<file path="src/rtl/sa_pkg.sv">
// Shared definitions for the SA bitstream generator/decoder pair.
//   SA_N       : default value width
//   SA_L       : window length in bits (1 << SA_N)
//   sa_state_e : window FSM states (IDLE -> COUNT -> DONE)
package sa_pkg;

  localparam int unsigned SA_N = 7;
  localparam int unsigned SA_L = 1 << SA_N;

  typedef enum logic [1:0] {
    ST_IDLE  = 2'd0,
    ST_COUNT = 2'd1,
    ST_DONE  = 2'd2
  } sa_state_e;

endpackage

</file>
<file path="src/rtl/sa_bitstream_dec_if.sv">
// Handshake and result bundle of the SA bitstream decoder.
//   start            : begin a new window (clears counters)
//   in_valid / x_in  : bitstream beat; accepted when in_ready is high
//   in_ready         : decoder is counting
//   ones_cnt/bit_cnt : live counters of the current window
//   out_valid/out_ready : result handshake carrying k_out and ovf
// slave modport is the decoder side; master modport is the producer/consumer side.
interface sa_bitstream_dec_if
  import sa_pkg::*;
#(
  parameter int unsigned N = SA_N
);

  logic         start;
  logic         in_valid;
  logic         x_in;
  logic         in_ready;
  logic [N:0]   ones_cnt;
  logic [N-1:0] bit_cnt;
  logic         out_valid;
  logic         out_ready;
  logic [N-1:0] k_out;
  logic         ovf;

  modport slave (
    input  start, in_valid, x_in, out_ready,
    output in_ready, ones_cnt, bit_cnt, out_valid, k_out, ovf
  );

  modport master (
    output start, in_valid, x_in, out_ready,
    input  in_ready, ones_cnt, bit_cnt, out_valid, k_out, ovf
  );

endinterface

</file>
<file path="src/rtl/sa_bitstream_dec.sv">
// Streaming decoder for unary SA bitstreams: counts ones over a window of
// L = 2^N accepted beats and returns k (or ovf when all L bits were ones).
//   clk   : clock, rising edge
//   rst_n : synchronous active-low reset
//   bus   : sa_bitstream_dec_if.slave (start, beat input, live counters,
//           result handshake)
module sa_bitstream_dec
  import sa_pkg::*;
#(
  parameter int unsigned N = SA_N
) (
  input  logic               clk,
  input  logic               rst_n,
  sa_bitstream_dec_if.slave  bus
);

  localparam int unsigned L  = 1 << N;
  localparam int unsigned CW = N + 1;

  sa_state_e       state_q, state_d;
  logic [CW-1:0]   ones_q, ones_d;
  logic [N-1:0]    bits_q, bits_d;
  logic [N-1:0]    k_q, k_d;
  logic            ovf_q, ovf_d;
  logic            in_ready_q, in_ready_d;
  logic            out_valid_q, out_valid_d;

  logic            accept;
  logic            last_beat;
  logic [CW-1:0]   ones_inc;

  // State and output registers
  always_ff @(posedge clk) begin
    if (!rst_n) begin
      state_q     <= ST_IDLE;
      ones_q      <= '0;
      bits_q      <= '0;
      k_q         <= '0;
      ovf_q       <= 1'b0;
      in_ready_q  <= 1'b0;
      out_valid_q <= 1'b0;
    end else begin
      state_q     <= state_d;
      ones_q      <= ones_d;
      bits_q      <= bits_d;
      k_q         <= k_d;
      ovf_q       <= ovf_d;
      in_ready_q  <= in_ready_d;
      out_valid_q <= out_valid_d;
    end
  end

  // Next-state, counters and result capture
  always_comb begin
    state_d   = state_q;
    ones_d    = ones_q;
    bits_d    = bits_q;
    k_d       = k_q;
    ovf_d     = ovf_q;

    // in_ready_q mirrors state_q == ST_COUNT, so accept needs no state decode
    accept    = bus.in_valid && in_ready_q;
    last_beat = (bits_q == N'(L - 1));
    ones_inc  = ones_q + CW'(bus.x_in);

    if (bus.start) begin
      // start beats any in-flight beat or pending result
      state_d = ST_COUNT;
      ones_d  = '0;
      bits_d  = '0;
    end else begin
      case (state_q)
        ST_IDLE: begin
          state_d = ST_IDLE;
        end
        ST_COUNT: begin
          if (accept) begin
            ones_d = ones_inc;
            bits_d = bits_q + N'(1);
            if (last_beat) begin
              // L ones do not fit in N bits: flag and report zero
              ovf_d   = (ones_inc == CW'(L));
              k_d     = (ones_inc == CW'(L)) ? '0 : ones_inc[N-1:0];
              state_d = ST_DONE;
            end
          end
        end
        ST_DONE: begin
          if (bus.out_ready) begin
            state_d = ST_IDLE;
          end
        end
        default: begin
          state_d = ST_IDLE;
        end
      endcase
    end

    // Handshake flags are registered decodes of the next state
    in_ready_d  = (state_d == ST_COUNT);
    out_valid_d = (state_d == ST_DONE);
  end

  assign bus.in_ready  = in_ready_q;
  assign bus.out_valid = out_valid_q;
  assign bus.ones_cnt  = ones_q;
  assign bus.bit_cnt   = bits_q;
  assign bus.k_out     = k_q;
  assign bus.ovf       = ovf_q;

endmodule

</file>
<file path="src/flat_wrapper.sv">
// flat-port wrapper written by rule: the top's interface ports become plain ports
module sa_bitstream_dec_flat import sa_pkg::*;
#(
  parameter int unsigned N = SA_N
)
  (clk, rst_n, bus_start, bus_in_valid, bus_x_in, bus_out_ready, bus_in_ready, bus_ones_cnt, bus_bit_cnt, bus_out_valid, bus_k_out, bus_ovf);
  sa_bitstream_dec_if #(.N(N)) bus_i ();
  input  logic clk;
  input  logic rst_n;
  input wire logic [$bits(bus_i.start)-1:0] bus_start;
  input wire logic [$bits(bus_i.in_valid)-1:0] bus_in_valid;
  input wire logic [$bits(bus_i.x_in)-1:0] bus_x_in;
  input wire logic [$bits(bus_i.out_ready)-1:0] bus_out_ready;
  output wire logic [$bits(bus_i.in_ready)-1:0] bus_in_ready;
  output wire logic [$bits(bus_i.ones_cnt)-1:0] bus_ones_cnt;
  output wire logic [$bits(bus_i.bit_cnt)-1:0] bus_bit_cnt;
  output wire logic [$bits(bus_i.out_valid)-1:0] bus_out_valid;
  output wire logic [$bits(bus_i.k_out)-1:0] bus_k_out;
  output wire logic [$bits(bus_i.ovf)-1:0] bus_ovf;
  assign bus_i.start = bus_start;
  assign bus_i.in_valid = bus_in_valid;
  assign bus_i.x_in = bus_x_in;
  assign bus_i.out_ready = bus_out_ready;
  assign bus_in_ready = bus_i.in_ready;
  assign bus_ones_cnt = bus_i.ones_cnt;
  assign bus_bit_cnt = bus_i.bit_cnt;
  assign bus_out_valid = bus_i.out_valid;
  assign bus_k_out = bus_i.k_out;
  assign bus_ovf = bus_i.ovf;
  sa_bitstream_dec #(.N(N)) u_core (.clk(clk), .rst_n(rst_n), .bus(bus_i));
endmodule
</file>
<file path="config.mk">
export PLATFORM = sky130hd
export DESIGN_NAME = sa_bitstream_dec_flat
export DESIGN_NICKNAME = d
export VERILOG_FILES = /design/src/rtl/sa_pkg.sv /design/src/rtl/sa_bitstream_dec_if.sv /design/src/rtl/sa_bitstream_dec.sv /design/src/flat_wrapper.sv
export SDC_FILE = /design/constraint.sdc
export NUM_CORES = 1
export LEC_CHECK = 0
export ABC_CLOCK_PERIOD_IN_PS = 2140
export CORE_MARGIN = 2
export CORE_UTILIZATION = 49
export DETAILED_ROUTE_END_ITERATION = 8
export PLACE_DENSITY = 0.76
export SLEW_MARGIN = 10
export SYNTH_ARGS = -nofsm -noshare
export SYNTH_HDL_FRONTEND = slang
export SYNTH_SLANG_ARGS = --single-unit
export TNS_END_PERCENT = 50
</file>
<file path="constraint.sdc">
create_clock -name clk -period 2.14 [get_ports clk]
set_input_delay 0.535 -clock clk [delete_from_list [all_inputs] [get_ports clk]]
set_output_delay 0.535 -clock clk [all_outputs]
set_load 0.005 [all_outputs]
</file>
==> metrics.txt <==
# TYPE chip_impl_metric gauge
chip_impl_metric{name="post_drt_wl_per_cell",unit="um"} 14.1
chip_impl_metric{name="yosysSeqAreaShare",unit=""} 0.404
chip_impl_metric{name="area_used_by_multi_input_combinational_logic",unit="um^2"} 763
chip_impl_metric{name="insertion_delay",unit="ps"} 320
chip_impl_metric{name="syn_inst",unit=""} 152
chip_impl_metric{name="firstDrtPassIters",unit=""} 4
chip_impl_metric{name="synth_warnings",unit=""} 0
chip_impl_info{name="critical_path.endpoint_type",value="register"} 1
chip_impl_metric{name="area.sequential",unit="um^2"} 541
chip_impl_metric{name="dp_hpwl",unit="mm"} 2.16
chip_impl_metric{name="leakagePower",unit="uW"} 0.000622
chip_impl_metric{name="htree_levels",unit=""} 1
chip_impl_metric{name="maxCapViolations",unit=""} 0
chip_impl_metric{name="power_density_relative_to_cell_area",unit="nW/um^2"} 439
chip_impl_info{name="most_frequent_cells_in_the_layout",value="sky130_fd_sc_hd__clkdlybuf4s50_1, sky130_fd_sc_hd__dfxtp_1, sky130_fd_sc_hd__nor2_1"} 1
chip_impl_metric{name="worst_pin_slew",unit="ps"} 460
chip_impl_metric{name="layout-drive-gt1-share",unit=""} 0.109
chip_impl_metric{name="reg2reg_slack",unit="ps"} 310
chip_impl_metric{name="worst_r2r_path_depth",unit=""} 6
chip_impl_metric{name="port-buffer-count",unit=""} 30
chip_impl_metric{name="fmaxAchievable",unit="MHz"} 476
chip_impl_metric{name="globalplace.congestion",unit=""} 0.833
chip_impl_metric{name="grt.overflow.total",unit=""} 0
chip_impl_metric{name="synth-async-reset-ratio",unit=""} 0
chip_impl_metric{name="cp.required",unit="ps"} 2370
chip_impl_metric{name="via_count",unit=""} 1138
chip_impl_metric{name="grt_pass1_wl",unit="mm"} 4.88
chip_impl_metric{name="post-route-drc-count",unit=""} 0
chip_impl_metric{name="fill_cells",unit=""} 217
chip_impl_metric{name="area.growth.synth_to_final",unit="%"} 31.3
chip_impl_info{name="min_delay_path_class",value="reg2reg"} 1
chip_impl_metric{name="grt_antenna_before_repair",unit=""} 0
chip_impl_metric{name="core_area",unit="um^2"} 2520
chip_impl_metric{name="grt_start_max_net_pins",unit=""} 16
chip_impl_metric{name="clock-sinks",unit=""} 27
chip_impl_metric{name="wirelength",unit="mm"} 3.02
chip_impl_metric{name="peakVddDrop",unit="mV"} 0.386
chip_impl_metric{name="die-width",unit="um"} 56.2
chip_impl_metric{name="die_h",unit="um"} 56.2
chip_impl_metric{name="initial_utilization",unit=""} 0.530
chip_impl_metric{name="fin_nets",unit=""} 196
chip_impl_metric{name="finalCriticalPeriod",unit="ps"} 2100
chip_impl_metric{name="skew",unit="ps"} 5.70
chip_impl_metric{name="first_global_vias",unit=""} 1051
chip_impl_metric{name="ys_ff_latch",unit=""} 27
chip_impl_metric{name="gr-usage-all-layers",unit=""} 0.193
chip_impl_metric{name="antenna_viol_nets_final",unit=""} 0
chip_impl_info{name="crit_start",value="bus_x_in"} 1
chip_impl_info{name="worst_r2r_endpoint",value="u_core.bus.ovf$_SDFFE_PN0P_"} 1
chip_impl_metric{name="finalSetupViolations",unit=""} 0
chip_impl_metric{name="num_rows",unit=""} 18
chip_impl_info{name="worstReg2RegStart",value="u_core.bus.ones_cnt[0]$_SDFFE_PP0P_"} 1
chip_impl_metric{name="cp_max_fo",unit=""} 2
chip_impl_metric{name="syn-cell-area",unit="um^2"} 1340
chip_impl_metric{name="post_cts_hold_buffer_count",unit=""} 0
chip_impl_metric{name="final_area",unit="um^2"} 1750
chip_impl_metric{name="syn_avg_cell_area",unit="um^2"} 8.79
chip_impl_info{name="critPathLaunchType",value="primary input"} 1
chip_impl_metric{name="postSynthNetCount",unit=""} 163
chip_impl_metric{name="critPathArrivalTime",unit="ps"} 2330
chip_impl_metric{name="placedInstanceArea",unit="um^2"} 1680
chip_impl_info{name="yosys-top-cells-area",value="sky130_fd_sc_hd__dfxtp_1, sky130_fd_sc_hd__xor2_1, sky130_fd_sc_hd__nor2_1"} 1
chip_impl_metric{name="cts-root-to-sink-buffers",unit=""} 2
chip_impl_metric{name="dieArea",unit="um^2"} 3160
chip_impl_metric{name="max_slew_violation_count",unit=""} 0
chip_impl_info{name="clock_tree.root_cell",value="sky130_fd_sc_hd__clkbuf_4"} 1
chip_impl_info{name="crit_type",value="in2reg"} 1
chip_impl_metric{name="antennaDiodeCount",unit=""} 0
chip_impl_metric{name="synth_cell_type_count",unit=""} 36
chip_impl_metric{name="finalHoldViolCount",unit=""} 0
chip_impl_info{name="cts_tree",value="built"} 1
chip_impl_metric{name="netlist.area_leader.share",unit=""} 0.404
chip_impl_metric{name="fin_crit_sh",unit=""} 0.981
chip_impl_metric{name="relSlewSlack",unit=""} 0.691
chip_impl_info{name="run_status",value="finished clean"} 1
chip_impl_info{name="rsz0062_at_grt",value="no"} 1
chip_impl_info{name="mostFrequentLayoutCell",value="sky130_fd_sc_hd__clkdlybuf4s50_1"} 1
chip_impl_info{name="critPathCapture",value="u_core.bus.ovf$_SDFFE_PN0P_"} 1
chip_impl_metric{name="cts_buffers",unit=""} 3
chip_impl_info{name="post-synth-top-area-cell",value="sky130_fd_sc_hd__dfxtp_1"} 1
chip_impl_metric{name="cts.clk_slew.worst_paths",unit="ps"} 140
chip_impl_metric{name="detailedRoute.firstIterationViolations",unit=""} 22
chip_impl_metric{name="boundaryPins",unit=""} 31
chip_impl_metric{name="total_power",unit="uW"} 770
chip_impl_metric{name="synth-edff-count",unit=""} 0
chip_impl_info{name="yosys_most_used_dff",value="sky130_fd_sc_hd__dfxtp_1"} 1
chip_impl_metric{name="drt-vias-per-instance",unit=""} 5.32
## registers in the layout, indices dropped and copies added (netlist names)
name / flops
u_core.state_q: 2
u_core.bus.ones_cnt: 8
u_core.bus.bit_cnt: 7
u_core.bus.out_valid: 1
u_core.bus.in_ready: 1
u_core.bus.k_out: 7
u_core.bus.ovf: 1
## per-layer routing
layer,wire length (um),GRT usage
met5,0,0
met4,32,0.0714
met3,89,0.0279
met2,1420,0.309
met1,1480,0.261
## worst min path at each step
stage	from	end	depth (start not counted)
floorplan	u_core.bus.ones_cnt[0]$_SDFFE_PP0P_	u_core.bus.ones_cnt[0]$_SDFFE_PP0P_	2
global placement	u_core.bus.ones_cnt[0]$_SDFFE_PP0P_	u_core.bus.ones_cnt[0]$_SDFFE_PP0P_	2
detailed placement	u_core.bus.ones_cnt[0]$_SDFFE_PP0P_	u_core.bus.ones_cnt[0]$_SDFFE_PP0P_	2
CTS	u_core.bus.ones_cnt[0]$_SDFFE_PP0P_	u_core.bus.ones_cnt[0]$_SDFFE_PP0P_	2
global route	u_core.bus.k_out[2]$_SDFFE_PN0P_	u_core.bus.k_out[2]$_SDFFE_PN0P_	2
finish	u_core.bus.k_out[4]$_SDFFE_PN0P_	u_core.bus.k_out[4]$_SDFFE_PN0P_	2
## Yosys cell counts (3+ instances only)
master,count
sky130_fd_sc_hd__or3_1,4
sky130_fd_sc_hd__a211oi_1,5
sky130_fd_sc_hd__and3_1,4
sky130_fd_sc_hd__nor2_1,20
sky130_fd_sc_hd__xor2_1,10
sky130_fd_sc_hd__nand4_1,4
sky130_fd_sc_hd__dfxtp_1,27
sky130_fd_sc_hd__xnor2_1,8
sky130_fd_sc_hd__inv_1,3
sky130_fd_sc_hd__nand2_1,11
sky130_fd_sc_hd__buf_4,3
sky130_fd_sc_hd__o21ai_0,3
sky130_fd_sc_hd__ha_1,5
sky130_fd_sc_hd__nand3_1,3
sky130_fd_sc_hd__buf_2,5
sky130_fd_sc_hd__nor2b_1,3
sky130_fd_sc_hd__a21oi_1,6
sky130_fd_sc_hd__clkbuf_1,3
sky130_fd_sc_hd__nor3_1,5
## cells by family after synthesis
| group | synth area share |
|---|---|
| fa+ha+maj | 0.0468 |
| buf+inv | 0.0609 |
| xor+xnor | 0.118 |
| compound gates | 0.111 |
| simple gates | 0.244 |
| mux | 0.0150 |
| flops | 0.404 |
## power breakdown
group          internal (uW)  switching (uW)  leakage [uW]  total [uW]
Clock                   72.9             145     0.0000150         218
Combinational           23.1            22.4      0.000390        45.5
Sequential               505            1.98      0.000218         507
Total                    601             169      0.000622         770
## area by class of cell
cell class              instances  share of cell area
multi-input cells             110               0.435
flip-flops and latches         27               0.308
repair buffers                 40               0.214
well taps                      30              0.0214
clock buffers                   4              0.0150
inverters                       3             0.00642
## per-stage QoR
step | worst slack, ps | TNS, ps | instances | utilization | hold slack [ps]
2_1_floorplan | 205 | 0 | 152 | - | 469
3_3_place_gp | -216 | -216 | 210 | 0.666 | 479
3_5_place_dp | -349 | -357 | 210 | 0.666 | 482
4_1_cts | 4.18 | 0 | 214 | 0.681 | 503
5_1_grt | 11.0 | 0 | 214 | 0.695 | 533
6_report | 39.8 | 0 | 214 | 0.695 | 511
## worst max-delay path, cell delays in order
cell and delay (ps):
sky130_fd_sc_hd__clkdlybuf4s50_1 510, sky130_fd_sc_hd__ha_4 160, sky130_fd_sc_hd__ha_4 200, sky130_fd_sc_hd__or3b_1 350, sky130_fd_sc_hd__nor3_2 190, sky130_fd_sc_hd__a21oi_2 60
sky130_fd_sc_hd__o41ai_2 320
## what timing repair did
action / in CTS / in global routing
setup endpoints to repair: 1 / 1
resized for setup: 2 / 5
buffers inserted: 0 / 0
pin swaps: 0 / 2
Power figures use the tool's default switching activity.
